**src/rtl/led_frame_serializer.sv**
```systemverilog
// led_frame_serializer: streams an APA102-style frame (start word, LED words, end words)
// MSB-first on a two-wire sclk/sdo link with a programmable serial clock half-period.
module led_frame_serializer #(
    parameter int CLK_DIV = 4
) (
    input  logic        clk,
    input  logic        rst_n,
    input  logic [4:0]  led_num,
    input  logic [9:0]  bit_total,
    input  logic        bit_total_valid,
    input  logic        start,
    output logic        pix_req,
    output logic [4:0]  pix_addr,
    input  logic [23:0] pix_data,
    input  logic [4:0]  pix_bright,
    output logic        sclk,
    output logic        sdo,
    output logic        busy,
    output logic        frame_done
);
    typedef enum logic [2:0] {IDLE, LOAD, LATCH, SHIFT, FINISH} state_t;
    localparam logic [7:0] DIV_LAST = 8'(CLK_DIV - 1);

    state_t      state_q, state_d;
    logic [4:0]  frames_q, frames_d, nled_q, nled_d, f_q, f_d, bit_q, bit_d, addr_q, addr_d;
    logic [7:0]  div_q, div_d;
    logic [31:0] sh_q, sh_d;
    logic        sclk_q, sclk_d, sdo_q, sdo_d, busy_q, busy_d, done_q, done_d, req_q, req_d;
    logic        led_now;
    logic        unused_bits;

    assign unused_bits = ^bit_total[4:0];
    assign led_now     = f_q != 5'd0 && f_q <= nled_q;

    always_comb begin
        state_d  = state_q;
        frames_d = frames_q;
        nled_d   = nled_q;
        f_d      = f_q;
        bit_d    = bit_q;
        div_d    = div_q;
        sh_d     = sh_q;
        sclk_d   = 1'b0;
        sdo_d    = sdo_q;
        unique case (state_q)
            IDLE: begin
                if (start && bit_total_valid) begin
                    frames_d = bit_total[9:5];
                    nled_d   = led_num;
                    f_d      = 5'd0;
                    state_d  = bit_total[9:5] == 5'd0 ? FINISH : LOAD;
                end
            end
            LOAD:  state_d = LATCH;
            LATCH: begin
                sh_d    = led_now ? {3'b111, pix_bright, pix_data} : {32{f_q != 5'd0}};
                sdo_d   = sh_d[31];
                div_d   = 8'd0;
                bit_d   = 5'd0;
                state_d = SHIFT;
            end
            SHIFT: begin
                sclk_d = sclk_q;
                div_d  = div_q + 8'd1;
                if (div_q == DIV_LAST) begin
                    div_d  = 8'd0;
                    sclk_d = ~sclk_q;
                    // end of the high phase closes the current bit
                    if (sclk_q) begin
                        if (bit_q == 5'd31) begin
                            f_d     = f_q + 5'd1;
                            state_d = f_q == frames_q - 5'd1 ? FINISH : LOAD;
                        end else begin
                            bit_d = bit_q + 5'd1;
                            sh_d  = {sh_q[30:0], 1'b0};
                            sdo_d = sh_q[30];
                        end
                    end
                end
            end
            FINISH: state_d = IDLE;
        endcase
        if (state_d == FINISH) sdo_d = 1'b0;
        req_d  = state_d == LOAD && f_d != 5'd0 && f_d <= nled_d;
        addr_d = req_d ? f_d - 5'd1 : 5'd0;
        busy_d = state_d != IDLE;
        done_d = state_d == FINISH;
    end

    always_ff @(posedge clk or negedge rst_n) begin
        if (!rst_n) begin
            state_q  <= IDLE;
            frames_q <= 5'd0;
            nled_q   <= 5'd0;
            f_q      <= 5'd0;
            bit_q    <= 5'd0;
            addr_q   <= 5'd0;
            div_q    <= 8'd0;
            sh_q     <= 32'd0;
            sclk_q   <= 1'b0;
            sdo_q    <= 1'b0;
            busy_q   <= 1'b0;
            done_q   <= 1'b0;
            req_q    <= 1'b0;
        end else begin
            state_q  <= state_d;
            frames_q <= frames_d;
            nled_q   <= nled_d;
            f_q      <= f_d;
            bit_q    <= bit_d;
            addr_q   <= addr_d;
            div_q    <= div_d;
            sh_q     <= sh_d;
            sclk_q   <= sclk_d;
            sdo_q    <= sdo_d;
            busy_q   <= busy_d;
            done_q   <= done_d;
            req_q    <= req_d;
        end
    end

    assign pix_req    = req_q;
    assign pix_addr   = addr_q;
    assign sclk       = sclk_q;
    assign sdo        = sdo_q;
    assign busy       = busy_q;
    assign frame_done = done_q;
endmodule

```
**config.mk**
```make
export PLATFORM = sky130hd
export DESIGN_NAME = led_frame_serializer
export DESIGN_NICKNAME = d
export VERILOG_FILES = /design/src/rtl/led_frame_serializer.sv
export SDC_FILE = /design/constraint.sdc
export NUM_CORES = 1
export LEC_CHECK = 0
export ABC_AREA = 1
export CAP_MARGIN = 20
export CELL_PAD_IN_SITES_DETAIL_PLACEMENT = 2
export CELL_PAD_IN_SITES_GLOBAL_PLACEMENT = 2
export CORE_ASPECT_RATIO = 0.9
export CORE_UTILIZATION = 29
export DETAILED_ROUTE_END_ITERATION = 8
export MAX_ROUTING_LAYER = met4
export PLACE_DENSITY_LB_ADDON = 0.1
export SYNTH_ARGS = -nofsm -noshare
export SYNTH_HDL_FRONTEND = slang
export SYNTH_SLANG_ARGS = --single-unit
export TNS_END_PERCENT = 50
```
**constraint.sdc**
```tcl
create_clock -name clk -period 2.6 [get_ports clk]
set_clock_uncertainty 0.2 [all_clocks]
set_input_delay 0.39 -clock clk [delete_from_list [all_inputs] [get_ports clk]]
set_output_delay 0.39 -clock clk [all_outputs]
set_load 0.05 [all_outputs]
```
==> results of run 1 <==
==> cell usage in the layout (no fill, tap or decap), types with 7 or more instances in the layout <==
master	count
inv_2	10
o21ai_1	21
o21ai_0	23
dfrtp_1	72
clkdlybuf4s50_1	51
ha_1	12
nand2_1	112
nand3_1	43
nand2_2	24
nand4_1	7
a21oi_1	13
nor2_1	36
inv_1	40
clkbuf_16	9
buf_4	62
==> path summary, 6_finish.rpt <==
check	startpoint	endpoint	slack, ps	cells after the start
setup / recovery	bit_q[0]	pix_addr[2]	-320	20
hold / removal	sh_q[16]	sh_q[17]	310	2
setup reg to reg	bit_q[0]	pix_addr[2]	-320	20
hold reg to reg	sh_q[16]	sh_q[17]	310	2
max in group asynchronous	rst_n	bit_q[2]	1210	3
min in group asynchronous	rst_n	frames_q[1]	400	2
==> cell usage after synthesis, drive strengths merged <==
cell type	n	area share [%]
a21boi	1	0.19
a21oi	16	2.3
a22o	3	0.66
a31oi	2	0.32
buf	9	2.0
clkbuf	4	0.38
clkinv	2	0.32
dfrtp	72	45
ha	17	5.4
inv	53	5.1
mux2i	1	0.25
nand2	139	15
nand3	48	6.3
nand4	7	1.1
nor2	46	5.4
nor3	4	0.51
nor3b	1	0.19
o211ai	3	0.57
o21a	1	0.19
o21ai	45	5.7
o21bai	1	0.19
o22ai	5	0.79
o32ai	1	0.22
or2	2	0.32
xnor2	1	0.22
xor2	5	1.1
==> sequential cells by signal, indices dropped and copies added (netlist names) <==
name	count
bit_q	5
busy	1
div_q	8
f_q	5
frame_done	1
frames_q	5
nled_q	5
pix_addr	5
pix_req	1
sclk	1
sdo	1
sh_q	31
state_q	3
==> routing by layer <==
layer	GRT usage (%)	vias to the layer above	routed length (um)
met2	34.5	35	6630
met3	4.26	9	285
met4	5.85	0	123
li1	-	1831	-
met5	-	-	0
met1	26.0	1888	6180
==> what timing repair did <==
item,CTS,global route
endpoints found under the hold margin,40,0
setup buffers,7,6
pin swaps,12,11
gates resized for setup,14,16
hold buffers,1,0
setup endpoints to repair,6,8
==> power groups by stage <==
stage | clock, mW | combinational [mW] | sequential [mW]
finish | 1.21 | 2.59 | 1.76
global route | 1.29 | 2.90 | 1.81
CTS | 1.25 | 2.53 | 1.76
detailed placement | 0 | 2.45 | 1.77
global placement | 0 | 2.34 | 1.75
floorplan | 0 | 1.54 | 1.82
==> logic make-up (layout without fill, tap and decap cells) <==
group	after synthesis	count (layout)	synth area share [%]
adder cells (fa/ha/maj)	17	17	5.37
buffers and inverters	68	188	7.86
XOR/XNOR	6	6	1.33
flip-flops	72	72	45.5
AND/OR/NAND/NOR	247	247	28.6
AO/OA/AOI/OAI	78	78	11.1
multiplexers	1	1	0.253
==> worst max-delay path, cell delays in order, from the launching register on <==
cell and delay (ps):
dfrtp_1 380, ha_2 200, inv_2 70, nor3_2 40, ha_2 210, nand2_4 100
inv_6 50, buf_4 130, nand3_1 90, nand2_1 90, nand2_2 80, inv_1 60
ha_1 290, nand2_2 60, inv_2 60, nand3_2 70, or2_4 240, a31oi_4 180
nor2_4 60, nand3_4 90, nor2_1 50
==> area by class of cell <==
type	count	area share (%)
multi-input combinational	349	35.7
sequential	72	32.5
timing repair buffer	117	18.9
clock buffer	12	4.62
inverter	55	3.99
tap	168	3.79
clock inverter	4	0.519
==> metrics by stage <==
step	instance area, um2	instances	setup slack (ps)
2_1_floorplan	3990	489	-76.6
3_3_place_gp	5050	748	-318
5_1_grt	5550	777	-476
6_report	5550	777	-325
4_1_cts	5440	772	-415
3_5_place_dp	5050	748	-441
==> flow_summary.toml, run 1 <==
[cells_and_area]
num_antenna_cells = 0
fillers = 1548
fin_util_pct = 41.5
layout-drive-gt1-share_pct = 24.6
multiInputGateArea_mm2 = 0.00198
seqCellArea_mm2 = 0.00180
syn_to_final_growth_pct = 40.0
final_nets = 669

[floorplanning]
die_x_um = 125
die_area_mm2 = 0.0141
rows = 40
core_mm2 = 0.0134
initial_core_util_pct = 29.7
ioPinCount = 58
die_h_um = 113

[drt]
route.detailed.drc = 0
viasPerCell = 4.84
dr.first_iter.drc_count = 123
wl_per_cell_um = 17.0
routed_wl_um = 13200
via_count = 3763
drtPass1Iterations = 6
ant_nets = 0

[global_route]
grt_pass1_vias = 4284
antenna_found_initial = 0
grt_max_degree = 43
grtUsageTotal_pct = 20.9
grt_pass1_wl_um = 22100
overflow = 0

[critical_path]
critPathRequiredTime_ps = 2640
worstSetupEndpointType = "flip-flop"
arrival_ps = 2960
crit_type = "reg -> reg"
path_max_fanout = 5
start_kind = "flip-flop"

[clock_network]
clock_latency_ps = 350
cts_made_buffers = 9
cts_tree = "built"
cts.sinks = 72
clk_pin_slew_ps = 60
htreeDepth = 3
cts-root-buf = "clkbuf_16"
clock_path_buffers = 2

[timing]
finalSetupViolCount = 6
hold_violations = 0
slew_headroom_pct = 57.7
timing.final.crit_share_pct = 112
setup_slack_ps = -325
final.setup.tns_ps = -1880
worst_slew_pin_slew_ps = 635
fmax_ghz = 0.342
rsz0062_at_grt = "true"
holdWs_ps = 306
finalMaxSlewViolations = 0
min_period_ps = 2920

[synth]
ys_warn_count = 0
syn_avg_cell_area_um2 = 8.11
synth_cell_type_count = 40
syn_area_mm2 = 0.00396
syn-num-nets = 554
ys_seq_elements = 72
yosysSeqAreaShare_pct = 45.5
synthCells = 489

[power_and_ir_drop]
peakVddDrop_v = 0.000399
power_density_mw_per_mm2 = 1000
internal-power_mw = 3.20
clockPowerShare_pct = 21.8
combPwrFrac_pct = 46.6
p_leak_nw = 2.77
netSwitchingPower_mw = 2.36
power_mw = 5.56
p_seq_share_pct = 31.6
power.share.switching_pct = 42.5

[place]
dp_hpwl_um = 9050
port_buffers = 52
place_congestion = 0.807

[run]
max-cap-violations = 0

[status]
failed_checks = "setup timing"
outcome = "finished with violations"

[hold_path]
hold_class = "reg -> reg"
No activity file was read; power rests on OpenSTA's default activity.
==> run 2: changes to the inputs <==
--- a/config.mk
+++ b/config.mk
@@ -17,4 +17,3 @@
 export SYNTH_ARGS = -nofsm -noshare
 export SYNTH_HDL_FRONTEND = slang
 export SYNTH_SLANG_ARGS = --single-unit
-export TNS_END_PERCENT = 50
==> run 2 against run 1 <==
Against the previous run:
- the flow still finishes with violations (setup timing)
- hold slack got worse by 41 ps
- register-to-register slack about the same
- combinational power about the same
- via count increased by 0.53%
- non-clock buffer count increased by 13
- flip-flop and latch count unchanged
- sequential power about the same
- die area unchanged
- first-iteration DRC count decreased by 24%
- wire length increased by 1.8%
- count of clock-buffer cells in the layout increased by 1
- critical path type unchanged
==> flow_summary.toml, run 2 (synthesis gave the netlist of run 1 again) <==
[cells_and_area]
fillers = 1496
fin_util_pct = 42.9
num_antenna_cells = 0
layout-drive-gt1-share_pct = 26.2
syn_to_final_growth_pct = 44.7
mostFrequentLayoutCell = "nand2_1"
reg.largest.list = "sh_q (31), div_q (8)"
final_cell_mix = "112 x nand2_1, 75 x buf_4, 72 x dfrtp_1"
largest_register = "sh_q"
largest_reg_flops = 31
final_nets = 682

[hold_path]
hold_class = "in -> async"

[critical_path]
r2r_setup_slack_ps = -310
ff2ff_path_depth = 18
path_max_fanout = 7
critPathRequiredTime_ps = 2640
worstSetupEndpointType = "flip-flop"
crit_type = "reg -> reg"
start_kind = "flip-flop"
cp-startpoint = "bit_q[1]"
reg2reg_from = "bit_q[1]"
crit_end = "pix_addr[0]"
arrival_ps = 2950
worstReg2RegEnd = "pix_addr[0]"

[power_and_ir_drop]
netSwitchingPower_mw = 2.39
internal-power_mw = 3.36
power_density_mw_per_mm2 = 1000
clockPowerShare_pct = 23.9
combPwrFrac_pct = 45.3
p_leak_nw = 2.84
peakVddDrop_v = 0.000569
power.share.switching_pct = 41.6
p_seq_share_pct = 30.8

[timing]
worst_slew_pin_slew_ps = 537
timing.final.crit_share_pct = 112
slew_headroom_pct = 64.1
fmax_ghz = 0.344
rsz0062_at_grt = "true"
finalSetupViolCount = 6
final.setup.tns_ps = -1760
setup_slack_ps = -310
finalMaxSlewViolations = 0
min_period_ps = 2910
hold_violations = 0

[drt]
viasPerCell = 4.79
routed_wl_um = 13400
ant_nets = 0
via_count = 3783
route.detailed.drc = 0
drtPass1Iterations = 6
wl_per_cell_um = 17.0
dr.first_iter.drc_count = 93

[floorplanning]
ioPinCount = 58
die_h_um = 113
die_area_mm2 = 0.0141
die_x_um = 125
rows = 40
initial_core_util_pct = 29.7
core_mm2 = 0.0134

[place]
place_congestion = 0.775
port_buffers = 52
dp_slack_ps = -514
dp_hpwl_um = 9040

[global_route]
use_met3_pct = 4.92
grtUsageTotal_pct = 21.2
met2_usage_pct = 35.6
busiest_layer = "met2"
antenna_found_initial = 0
overflow = 0
grtUsageMet1_pct = 25.1
grt_pass1_wl_um = 22100
grt_max_degree = 56
grt_pass1_vias = 4278

[clock_network]
cts-root-buf = "clkbuf_16"
clk_pin_slew_ps = 70
htreeDepth = 3
clock_path_buffers = 2
clock_latency_ps = 360
cts_made_buffers = 9
cts.sinks = 72
cts_tree = "built"

[status]
failed_checks = "setup timing"
outcome = "finished with violations"

[run]
max-cap-violations = 0
run 2: timing repair:
| item | CTS | global route |
|---|---|---|
| pin swaps | 9 | 9 |
| cloned | 0 | 0 |
| resized for setup | 26 | 14 |
| buffers inserted | 21 | 5 |
| endpoints found under the hold margin | 17 | 0 |
| setup endpoints to repair | 6 | 15 |
| hold buffers | 1 | 0 |
run 2: area by class of cell:
type	instances	area (um2)	area share, %
Tap cell	168	210	3.66
Clock buffer	13	250	4.36
Sequential cell	72	1800	31.4
Timing Repair Buffer	130	1140	19.9
Inverter	55	236	4.12
Clock inverter	3	65.1	1.13
Multi-Input combinational cell	349	2030	35.4
run 2: worst min-delay path by stage:
stage	start	endpoint	slack, ps
finish	rst_n	frames_q[3]	260
global route	rst_n	frames_q[3]	280
CTS	rst_n	div_q[7]	270
detailed placement	rst_n	div_q[5]	100
global placement	rst_n	div_q[7]	100
floorplan	rst_n	bit_q[0]	-110
run 2: per-stage QoR:
| step | hold slack [ps] | total power [mW] | area (um2) | cells |
|---|---|---|---|---|
| detailed placement | 104 | 4.20 | 5040 | 747 |
| finish | 265 | 5.75 | 5740 | 790 |
| floorplan | -106 | 3.36 | 3990 | 489 |
| CTS | 275 | 5.71 | 5640 | 785 |
| global route | 282 | 6.19 | 5740 | 790 |
| global placement | 96.5 | 4.07 | 5040 | 747 |
run 2: power by group through the flow:
| stage | sequential (mW) | combinational [mW] | clock, mW |
|---|---|---|---|
| global route | 1.81 | 2.93 | 1.45 |
| finish | 1.77 | 2.61 | 1.37 |
| global placement | 1.75 | 2.32 | 0 |
| CTS | 1.76 | 2.54 | 1.41 |
| floorplan | 1.82 | 1.54 | 0 |
| detailed placement | 1.77 | 2.43 | 0 |
run 2: worst max-delay path, stage by stage (launching register included):
cell and delay [ps]:
dfrtp_1 410, ha_4 170, inv_2 40, nor3_2 100
ha_2 230, nand2_4 80, inv_8 90, nand4_1 170
nand2_2 160, inv_2 60, ha_4 260, nand2_2 50
inv_2 60, nand3_2 80, or2_4 240, a31oi_4 150
nor2_4 70, nand3_4 100, nor2_1 60
run 2: per-layer routing:
metal,part of all wire (%),vias to the layer above
met5,0,-
met4,1.4,0
met3,2.6,10
met2,50,40
met1,46,1879
li1,-,1854
